$ cat src/rtl/ldst_control_seq.sv
// ldst_control_seq: hardwired T0-T7 control sequencer for ld/ldi/st/addi
// Optional feature macro: LDST_SEQ_MEM_WAIT_EN (T1, ld-T6, st-T7 wait for mem_ready)
// Ports:
//   clk, clr (async active-low reset), run (level start/continue)
//   ir (instruction register, opcode in top OP_W bits), mem_ready (memory handshake)
//   PCout..Yin datapath strobes, alu_op (ALU_ADD in T4)
//   state (present state), busy (not IDLE), done (final step pulse), illegal (ILL pulse)
module ldst_control_seq #(
    parameter int              IR_W    = 32,
    parameter int              OP_W    = 5,
    parameter logic [OP_W-1:0] OP_LD   = 5'b00000,
    parameter logic [OP_W-1:0] OP_LDI  = 5'b00001,
    parameter logic [OP_W-1:0] OP_ST   = 5'b00010,
    parameter logic [OP_W-1:0] OP_ADDI = 5'b01100,
    parameter logic [OP_W-1:0] ALU_ADD = 5'b00011
) (
    input  logic            clk,
    input  logic            clr,
    input  logic            run,
    input  logic [IR_W-1:0] ir,
    input  logic            mem_ready,
    output logic            PCout,
    output logic            MARin,
    output logic            IncPC,
    output logic            Zin,
    output logic            ZLowOut,
    output logic            PCin,
    output logic            Read,
    output logic            Write,
    output logic            MDRin,
    output logic            MDRout,
    output logic            IRin,
    output logic            Gra,
    output logic            Grb,
    output logic            Rin,
    output logic            Rout,
    output logic            BAout,
    output logic            Cout,
    output logic            Yin,
    output logic [OP_W-1:0] alu_op,
    output logic [3:0]      state,
    output logic            busy,
    output logic            done,
    output logic            illegal
);
    typedef enum logic [3:0] {IDLE, T0, T1, T2, T3, T4, T5, T6, T7, ILL} state_t;

    state_t          state_q, state_d;
    logic [OP_W-1:0] op_q;
    logic [OP_W-1:0] op_ir;
    logic            legal, is_short, is_ld, is_st, rdy;
    state_t          end_next;

    assign op_ir    = ir[IR_W-1 -: OP_W];
    assign legal    = op_ir == OP_LD || op_ir == OP_LDI || op_ir == OP_ST || op_ir == OP_ADDI;
    assign is_short = op_q == OP_LDI || op_q == OP_ADDI;
    assign is_ld    = op_q == OP_LD;
    assign is_st    = op_q == OP_ST;
    assign end_next = run ? T0 : IDLE;
    assign state    = state_q;
    assign busy     = state_q != IDLE;

`ifdef LDST_SEQ_MEM_WAIT_EN
    assign rdy = mem_ready;
    logic unused_ir;
    assign unused_ir = ^ir[IR_W-OP_W-1:0];
`else
    // Single-cycle memory: handshake is ignored
    assign rdy = 1'b1;
    logic unused_in;
    assign unused_in = ^{ir[IR_W-OP_W-1:0], mem_ready};
`endif

    always_ff @(posedge clk or negedge clr) begin
        if (!clr) begin
            state_q <= IDLE;
            op_q    <= '0;
        end else begin
            state_q <= state_d;
            // Opcode captured as T3 is left, so T4 onward decodes a stable copy
            if (state_q == T3)
                op_q <= op_ir;
        end
    end

    always_comb begin
        state_d = IDLE;
        case (state_q)
            IDLE:    state_d = run ? T0 : IDLE;
            T0:      state_d = T1;
            T1:      state_d = rdy ? T2 : T1;
            T2:      state_d = T3;
            T3:      state_d = legal ? T4 : ILL;
            T4:      state_d = T5;
            T5:      state_d = is_short ? end_next : T6;
            T6:      state_d = (is_ld && !rdy) ? T6 : T7;
            T7:      state_d = (is_st && !rdy) ? T7 : end_next;
            default: state_d = IDLE;
        endcase
    end

    always_comb begin
        {PCout, MARin, IncPC, Zin, ZLowOut, PCin, Read, Write, MDRin} = '0;
        {MDRout, IRin, Gra, Grb, Rin, Rout, BAout, Cout, Yin} = '0;
        alu_op  = '0;
        done    = 1'b0;
        illegal = 1'b0;
        case (state_q)
            T0: {PCout, MARin, IncPC, Zin} = '1;
            T1: {ZLowOut, PCin, Read, MDRin} = '1;
            T2: {MDRout, IRin} = '1;
            T3: {Grb, BAout, Yin} = '1;
            T4: begin
                {Cout, Zin} = '1;
                alu_op = ALU_ADD;
            end
            T5: begin
                ZLowOut = 1'b1;
                MARin   = !is_short;
                Gra     = is_short;
                Rin     = is_short;
                done    = is_short;
            end
            T6: begin
                Read  = is_ld;
                Gra   = !is_ld;
                Rout  = !is_ld;
                MDRin = 1'b1;
            end
            T7: begin
                MDRout = 1'b1;
                Gra    = is_ld;
                Rin    = is_ld;
                Write  = !is_ld;
                done   = 1'b1;
            end
            ILL: illegal = 1'b1;
            default: ;
        endcase
    end
endmodule

$ cat config.mk
export PLATFORM = sky130hd
export DESIGN_NAME = ldst_control_seq
export DESIGN_NICKNAME = d
export VERILOG_FILES = /design/src/rtl/ldst_control_seq.sv
export SDC_FILE = /design/constraint.sdc
export NUM_CORES = 1
export LEC_CHECK = 0
export BUFFER_PORTS_ARGS = -buffer_cell sky130_fd_sc_hd__clkbuf_2
export CAP_MARGIN = 20
export CORE_MARGIN = 4
export CORE_UTILIZATION = 39
export CTS_BUF_LIST = sky130_fd_sc_hd__clkbuf_2 sky130_fd_sc_hd__clkbuf_4 sky130_fd_sc_hd__clkbuf_8
export DETAILED_ROUTE_END_ITERATION = 8
export HOLD_SLACK_MARGIN = 0.02
export PLACE_DENSITY = 0.81
export SLEW_MARGIN = 25
export SYNTH_ARGS = -nofsm -noshare
export SYNTH_HDL_FRONTEND = slang
export SYNTH_SLANG_ARGS = --single-unit
$ cat constraint.sdc
create_clock -name clk -period 1.8 [get_ports clk]
set_clock_uncertainty 0.15 [all_clocks]
set_input_delay 0.18 -clock clk [delete_from_list [all_inputs] [get_ports clk]]
set_output_delay 0.18 -clock clk [all_outputs]
set_load 0.05 [all_outputs]
==> results of run 1 <==
-- synth_stat cells --
library cell / count
nor2_1: 10
or3b_2: 1
a21oi_1: 11
nand2_1: 5
buf_2: 2
inv_1: 4
xor2_1: 1
dfrtp_1: 9
clkbuf_1: 2
a311oi_1: 1
nor3b_1: 1
or3_1: 1
buf_4: 10
and3b_1: 1
nor4_1: 1
o311ai_0: 1
a22oi_1: 1
buf_6: 2
a211o_1: 1
and3_1: 1
or2_2: 2
nand4b_1: 1
nand2b_1: 1
conb_1: 1
nor3_2: 1
a31oi_1: 2
o21ai_0: 1
nand3b_1: 2
or2_1: 1
nor3_1: 4
nand3_1: 3
a211oi_1: 1
o22ai_1: 1
nor3_4: 1
nand2b_4: 1
mux2_2: 5
or4_1: 1
o21ai_1: 1
-- repair_timing --
action | 4_1_cts
setup endpoints to repair | 22
hold buffers | 2
buffers inserted | 11
gates resized for setup | 57
endpoints found under the hold margin | 10
pin swaps | 10
-- logic make-up after synthesis --
group | Yosys count | share of synthesized area, %
compound gates | 21 | 16.0
xor+xnor | 1 | 1.12
buf+inv | 20 | 16.7
flops | 9 | 28.8
mux | 5 | 7.21
other cells | 1 | 0.480
simple gates | 39 | 29.7
-- per-stage QoR --
| stage | cell area, um2 | util, % | setup WS, ns |
|---|---|---|---|
| after floorplan | 1050 | - | -0.344 |
| after global placement | 1310 | 72.5 | 0.0491 |
| after detailed placement | 1310 | 72.5 | -0.00125 |
| after CTS | 1670 | 92.5 | -0.190 |
==> results.py, run 1 <==
metrics = {
    "clock_network": {
        "cts_sinks": 9,
        "cts_buffer_depth": 2,
        "htreeDepth": 1,
        "cts-root-buf": "clkbuf_4",
        "numCtsBuffers": 3,
    },
    "outcome": {
        "error_line": "[ERROR DPL-0038] Utilization greater than 100%, impossible to legalize",
        "status": "stopped before the end",
        "failing_step": "5_1_grt",
    },
    "timing": {
        "worstEndpointGrtRepair": "Read",
        "worstEpCategory": "primary output",
    },
    "synth": {
        "postSynthAreaPerCell_um2": 8.13,
        "yosysUniqueCellTypes": 38,
        "synth.yosys.warnings": 0,
        "ys_seq_elements": 9,
        "synth.yosys.seq_area_share_pct": 28.8,
        "synthCells": 96,
        "syn_area_um2": 781,
        "synth_top_area_cell": "dfrtp_1",
        "yosys-top-cells-area": "dfrtp_1 (29%), buf_4 (9.6%), mux2_2 (7.2%), a21oi_1 (7.1%), nor2_1 (4.8%)",
        "synth_top_cell_area_share_pct": 28.8,
    },
    "die": {
        "floorplan.rows": 15,
        "die_h_um": 52.7,
        "io_pins": 66,
        "die-width_um": 52.7,
        "start_util_pct": 43.3,
    },
    "global_route": {
        "grt_max_degree": 11,
    },
    "place": {
        "port_buffers": 34,
        "dp_hpwl_um": 1780,
        "gp_congestion": 0.767,
        "place_inst": 157,
    },
}
==> run 2: changes to the inputs <==
==> config.mk (replaced) <==
export PLATFORM = sky130hd
export DESIGN_NAME = ldst_control_seq
export DESIGN_NICKNAME = d
export VERILOG_FILES = /design/src/rtl/ldst_control_seq.sv
export SDC_FILE = /design/constraint.sdc
export NUM_CORES = 1
export LEC_CHECK = 0
export BUFFER_PORTS_ARGS = -buffer_cell sky130_fd_sc_hd__clkbuf_2
export CAP_MARGIN = 20
export CORE_AREA = 4 4 65 67
export DETAILED_ROUTE_END_ITERATION = 8
export DIE_AREA = 0 0 69 71
export PLACE_DENSITY_LB_ADDON = 0.15
export SLEW_MARGIN = 25
export SYNTH_ARGS = -nofsm -noshare
export SYNTH_HDL_FRONTEND = slang
export SYNTH_SLANG_ARGS = --single-unit
==> results.py, run 2 <==
metrics = {
    "synth": {
        "yosysUniqueCellTypes": 38,
        "synth_top_area_cell": "dfrtp_1",
        "synth.yosys.warnings": 0,
        "synthFlopType": "dfrtp_1",
        "ys_seq_elements": 9,
        "synth_edf_count": 0,
        "syn_area_um2": 781,
        "postSynthAreaPerCell_um2": 8.13,
        "synthArstFlopShare_pct": 100,
        "synth_top_cell_area_share_pct": 28.8,
        "synthCells": 96,
        "yosys-top-cells-area": "dfrtp_1 (29%), buf_4 (9.6%), mux2_2 (7.2%), a21oi_1 (7.1%), nor2_1 (4.8%)",
        "synth_common_cells": "a21oi_1 (11), buf_4 (10), nor2_1 (10), dfrtp_1 (9)",
        "synth.most_common_cell": "a21oi_1",
        "synth.yosys.seq_area_share_pct": 28.8,
    },
    "run": {
        "maxCapViolCount": 0,
    },
    "die": {
        "fp.dieArea_um2": 4900,
        "die-width_um": 69,
        "die_h_um": 71,
        "io_pins": 66,
        "fp.coreArea_um2": 3630,
        "floorplan.rows": 22,
        "start_util_pct": 21.5,
    },
    "hold_path": {
        "hp-start": "run",
        "hold_path.class": "primary input to register",
    },
    "global_route": {
        "grt_use_total_pct": 10.5,
        "antenna_found_initial": 0,
        "grt_max_degree": 14,
        "overflow": 0,
        "grt_pass1_wl_um": 4190,
        "grt_pass1_vias": 916,
    },
    "outcome": {
        "failed_checks": "negative setup slack",
        "status": "finished, violations left",
    },
    "timing": {
        "final.min_clock_period_ns": 1.91,
        "rsz0062_at_grt": "true",
        "final.setup.tns_ns": -0.633,
        "post-route-period-util_pct": 106,
        "hold_viol": 0,
        "fmax_ghz": 0.523,
        "final_max_slew_viol_count": 0,
        "finalSetupViolCount": 11,
        "setup_ws_ns": -0.113,
    },
    "power_and_ir_drop": {
        "peakVddDrop_uv": 774,
        "p_total_mw": 4.06,
        "leakage_nw": 0.764,
        "power_density_nw_per_um2": 2210,
    },
    "final_layout": {
        "n_antenna_cell": 0,
        "area_growth_pct": 135,
        "nNetsFinal": 199,
        "final_common_cell": "buf_4",
        "post_route_cells_drive_above_1_share_pct": 77.2,
        "final_cell_mix": "buf_4 (27), buf_6 (15), clkbuf_2 (12)",
        "largest_reg_flops": 5,
        "max_flop_register": "op_q",
    },
    "detailed_routing": {
        "wirelength_um": 2650,
        "post_drt_wl_per_cell_um": 12.6,
        "firstDrtPassIters": 4,
        "drtIter0Drc": 9,
        "ant_nets": 0,
        "route.detailed.drc": 0,
        "vias": 927,
        "vias_per_cell": 4.41,
    },
    "clock_network": {
        "cts.clk_slew.worst_paths_ns": 0.04,
        "clkLatencyLatePin_ns": 0.23,
        "cts-root-buf": "clkbuf_8",
        "cts_tree": "yes",
        "htreeDepth": 1,
        "numCtsBuffers": 3,
        "cts_buffer_depth": 2,
        "cts_sinks": 9,
    },
    "worst_setup_path": {
        "worst-path-max-fanout": 3,
        "required_ns": 1.47,
        "critPathLaunchType": "register",
        "reg2reg_from": "state[1]",
        "worstSetupPathType": "register to output pin",
        "endpoint_kind": "output pin",
        "crit_arrival_ns": 1.58,
        "setup.worst_path.start": "op_q[2]",
    },
    "place": {
        "port_buffers": 34,
        "gp_congestion": 0.700,
        "dp_hpwl_um": 1920,
    },
}
==> run 2: cell counts after synthesis <==
Identical to the previous run, type by type.
==> run 2: worst paths after layout <==
check / slack (ns) / cells after the start / endpoint
min: 0.05 / 3 / state[0]
min reg2reg: 0.39 / 1 / op_q[4]
min in group asynchronous: 0.19 / 2 / op_q[1]
max: -0.11 / 5 / Rin
max in group asynchronous: 1.10 / 2 / op_q[0]
max reg2reg: 0.09 / 5 / op_q[2]
==> run 2: logic make-up (layout without fill, tap and decap cells) <==
group	count (synthesis)	in the layout	share of synthesized area [%]
AO/OA/AOI/OAI	21	21	16.0
XOR/XNOR	1	1	1.12
buffers and inverters	20	84	16.7
flip-flops	9	9	28.8
multiplexers	5	5	7.21
other	1	3	0.480
AND/OR/NAND/NOR	39	39	29.7
==> run 2: power by group <==
| part | internal (mW) | switching (mW) | total, mW |
|---|---|---|---|
| clock | 0.154 | 0.0765 | 0.230 |
| sequential | 0.312 | 0.153 | 0.465 |
| combinational | 1.53 | 1.83 | 3.36 |
| total | 2.00 | 2.06 | 4.06 |
==> run 2: final cells by class <==
type	count	area (um2)
tap	48	60.1
clock buffer	4	45.0
multi-input combinational	69	703
sequential	9	231
fill	327	1800
timing repair buffer	76	774
inverter	4	18.8
==> run 2: per-layer routing <==
layer  vias to the layer above  track usage, %  routed length (um)
met2                        24            19.8                1490
met5                         -               0                   0
met1                       442            11.4                1010
li1                        459               -                   -
met3                         2            2.98                 119
met4                         0            2.60                  23
==> run 2: stage by stage <==
stage | setup slack [ns] | util, % | area (um2) | hold slack [ns] | cells
finish | -0.113 | 50.4 | 1830 | 0.0468 | 210
global route | -0.182 | 50.4 | 1830 | 0.0705 | 210
floorplan | -0.344 | - | 1050 | -0.266 | 98
detailed placement | -0.00287 | 38.6 | 1400 | -0.0933 | 181
global placement | 0.0211 | 38.6 | 1400 | -0.102 | 181
CTS | -0.126 | 46.1 | 1680 | 0.0432 | 197
==> run 2: critical path, stage by stage, from the launching register on <==
cell     delay [ns]
dfrtp_1        0.41
or2_4          0.27
a21oi_4        0.18
nand3_4        0.15
a21oi_4        0.19
buf_12         0.15
==> run 2: what timing repair did <==
item | CTS | global route
gates resized for setup | 32 | 32
hold endpoints to repair | 9 | 0
buffers inserted | 11 | 16
pin swaps | 7 | 10
setup endpoints to repair | 18 | 19
hold buffers | 1 | 0
Power figures use the tool's default switching activity.
==> run 3: changes to the inputs <==
--- a/config.mk
+++ b/config.mk
@@ -10,7 +10,7 @@
 export CORE_AREA = 4 4 65 67
 export DETAILED_ROUTE_END_ITERATION = 8
 export DIE_AREA = 0 0 69 71
-export PLACE_DENSITY_LB_ADDON = 0.15
+export PLACE_DENSITY = 0.56
 export SLEW_MARGIN = 25
 export SYNTH_ARGS = -nofsm -noshare
 export SYNTH_HDL_FRONTEND = slang
==> results.py, run 3 (synthesis results as in run 2) <==
metrics = {
    "outcome": {
        "status": "finished, violations left",
        "failed_checks": "negative setup slack",
    },
    "timing": {
        "final_max_slew_viol_count": 0,
        "rsz0062_at_grt": "true",
        "finalSetupViolCount": 9,
        "post-route-period-util_pct": 106,
        "final.min_clock_period_ns": 1.91,
        "setup_ws_ns": -0.114,
        "hold_viol": 0,
        "fmax_ghz": 0.522,
    },
    "detailed_routing": {
        "vias_per_cell": 4.44,
        "drtIter0Drc": 10,
        "post_drt_wl_per_cell_um": 12.1,
        "ant_nets": 0,
        "vias": 959,
        "firstDrtPassIters": 2,
        "wirelength_um": 2620,
        "route.detailed.drc": 0,
    },
    "power_and_ir_drop": {
        "power_density_nw_per_um2": 2200,
        "peakVddDrop_uv": 878,
        "leakage_nw": 0.794,
        "p_total_mw": 4.04,
    },
    "worst_setup_path": {
        "setup.worst_path.start": "op_q[3]",
        "endpoint_kind": "output pin",
        "worst-path-max-fanout": 3,
        "reg2reg_from": "state[3]",
        "crit_arrival_ns": 1.58,
        "worstSetupPathType": "register to output pin",
        "critPathLaunchType": "register",
        "required_ns": 1.47,
    },
    "final_layout": {
        "multi_input_area_um2": 688,
        "largest_reg_flops": 5,
        "final_common_cell": "buf_4",
        "stdcell_count": 216,
        "n_antenna_cell": 0,
        "max_flop_register": "op_q",
        "fill_cells": 341,
        "post_route_cells_drive_above_1_share_pct": 77.4,
        "final_cell_mix": "buf_4 (36), clkbuf_2 (14), buf_6 (14)",
        "nNetsFinal": 205,
        "area_growth_pct": 135,
        "regArea_um2": 230,
    },
    "place": {
        "port_buffers": 34,
        "gp_congestion": 0.775,
        "place_inst": 182,
        "dp_hpwl_um": 1850,
        "pre_cts_ws_ns": 0.0196,
    },
    "hold_path": {
        "hold_path.class": "primary input to register",
        "hp-start": "ir[31]",
    },
    "clock_network": {
        "cts_sinks": 9,
        "cts.clk_slew.worst_paths_ns": 0.04,
        "cts_buffer_depth": 2,
        "cts-root-buf": "clkbuf_8",
        "cts_tree": "yes",
        "htreeDepth": 1,
        "numCtsBuffers": 3,
        "clkLatencyLatePin_ns": 0.23,
    },
    "die": {
        "floorplan.rows": 22,
        "start_util_pct": 21.5,
        "fp.coreArea_um2": 3630,
        "die-width_um": 69,
        "io_pins": 66,
        "die_h_um": 71,
        "fp.dieArea_um2": 4900,
    },
    "global_route": {
        "overflow": 0,
        "grt_pass1_vias": 969,
        "grt_max_degree": 10,
        "antenna_found_initial": 0,
        "grt_pass1_wl_um": 4300,
        "grt_use_total_pct": 10.5,
    },
    "run": {
        "maxCapViolCount": 0,
    },
}
## run 3: area by class of cell
type | count | share of cell area (%)
Multi-Input combinational cell | 69 | 37.5
Timing Repair Buffer | 82 | 43.2
Sequential cell | 9 | 12.5
Inverter | 4 | 1.02
Tap cell | 48 | 3.27
Clock buffer | 4 | 2.45
## run 3: metrics by stage
stage	hold WS (ns)	cell area [um2]	TNS [ns]	util, %
after CTS	0.0521	1730	-0.785	47.6
final	0.0609	1840	-0.629	50.5
after global placement	-0.111	1380	0	38.0
after global routing	0.0637	1840	-1.31	50.5
after detailed placement	-0.105	1380	0	38.0
after floorplan	-0.266	1050	-4.06	-
## run 3: worst paths after layout
check                           cells after the start  endpoint  slack, ns
worst max-delay path                                5       Rin      -0.11
min in group asynchronous                           2   op_q[0]       0.19
max in group asynchronous                           2  state[1]       1.10
worst min register to register                      2   op_q[1]       0.46
worst max register to register                      5   op_q[1]       0.04
worst min-delay path                                2   op_q[4]       0.06
## run 3: critical path, stage by stage (launching register included)
cell and delay [ns]:
dfrtp_1 0.37, or2_4 0.27, a21oi_2 0.22, nand3_4 0.15
a21oi_4 0.20, buf_12 0.15
## run 3: power by group
group          internal (mW)  switching [mW]  total [mW]
clock                  0.154          0.0753       0.229
combinational           1.54            1.83        3.37
sequential             0.309           0.135       0.445
total                   2.00            2.04        4.04
## run 3: timing repair
item | 4_1_cts | 5_1_grt
endpoints found under the setup margin | 18 | 23
gates cloned | 0 | 0
hold endpoints to repair | 9 | 0
resized for setup | 35 | 26
buffers inserted | 22 | 8
hold buffers | 1 | 0
pin swaps | 13 | 7
## run 3: routing by layer
| metal | part of all wire (%) | GRT usage (%) | up-vias |
|---|---|---|---|
| met2 | 55 | 19.4 | 26 |
| met4 | 0.65 | 3.25 | 0 |
| li1 | - | - | 470 |
| met5 | 0 | 0 | - |
| met1 | 39 | 12.0 | 461 |
| met3 | 5.0 | 2.56 | 2 |
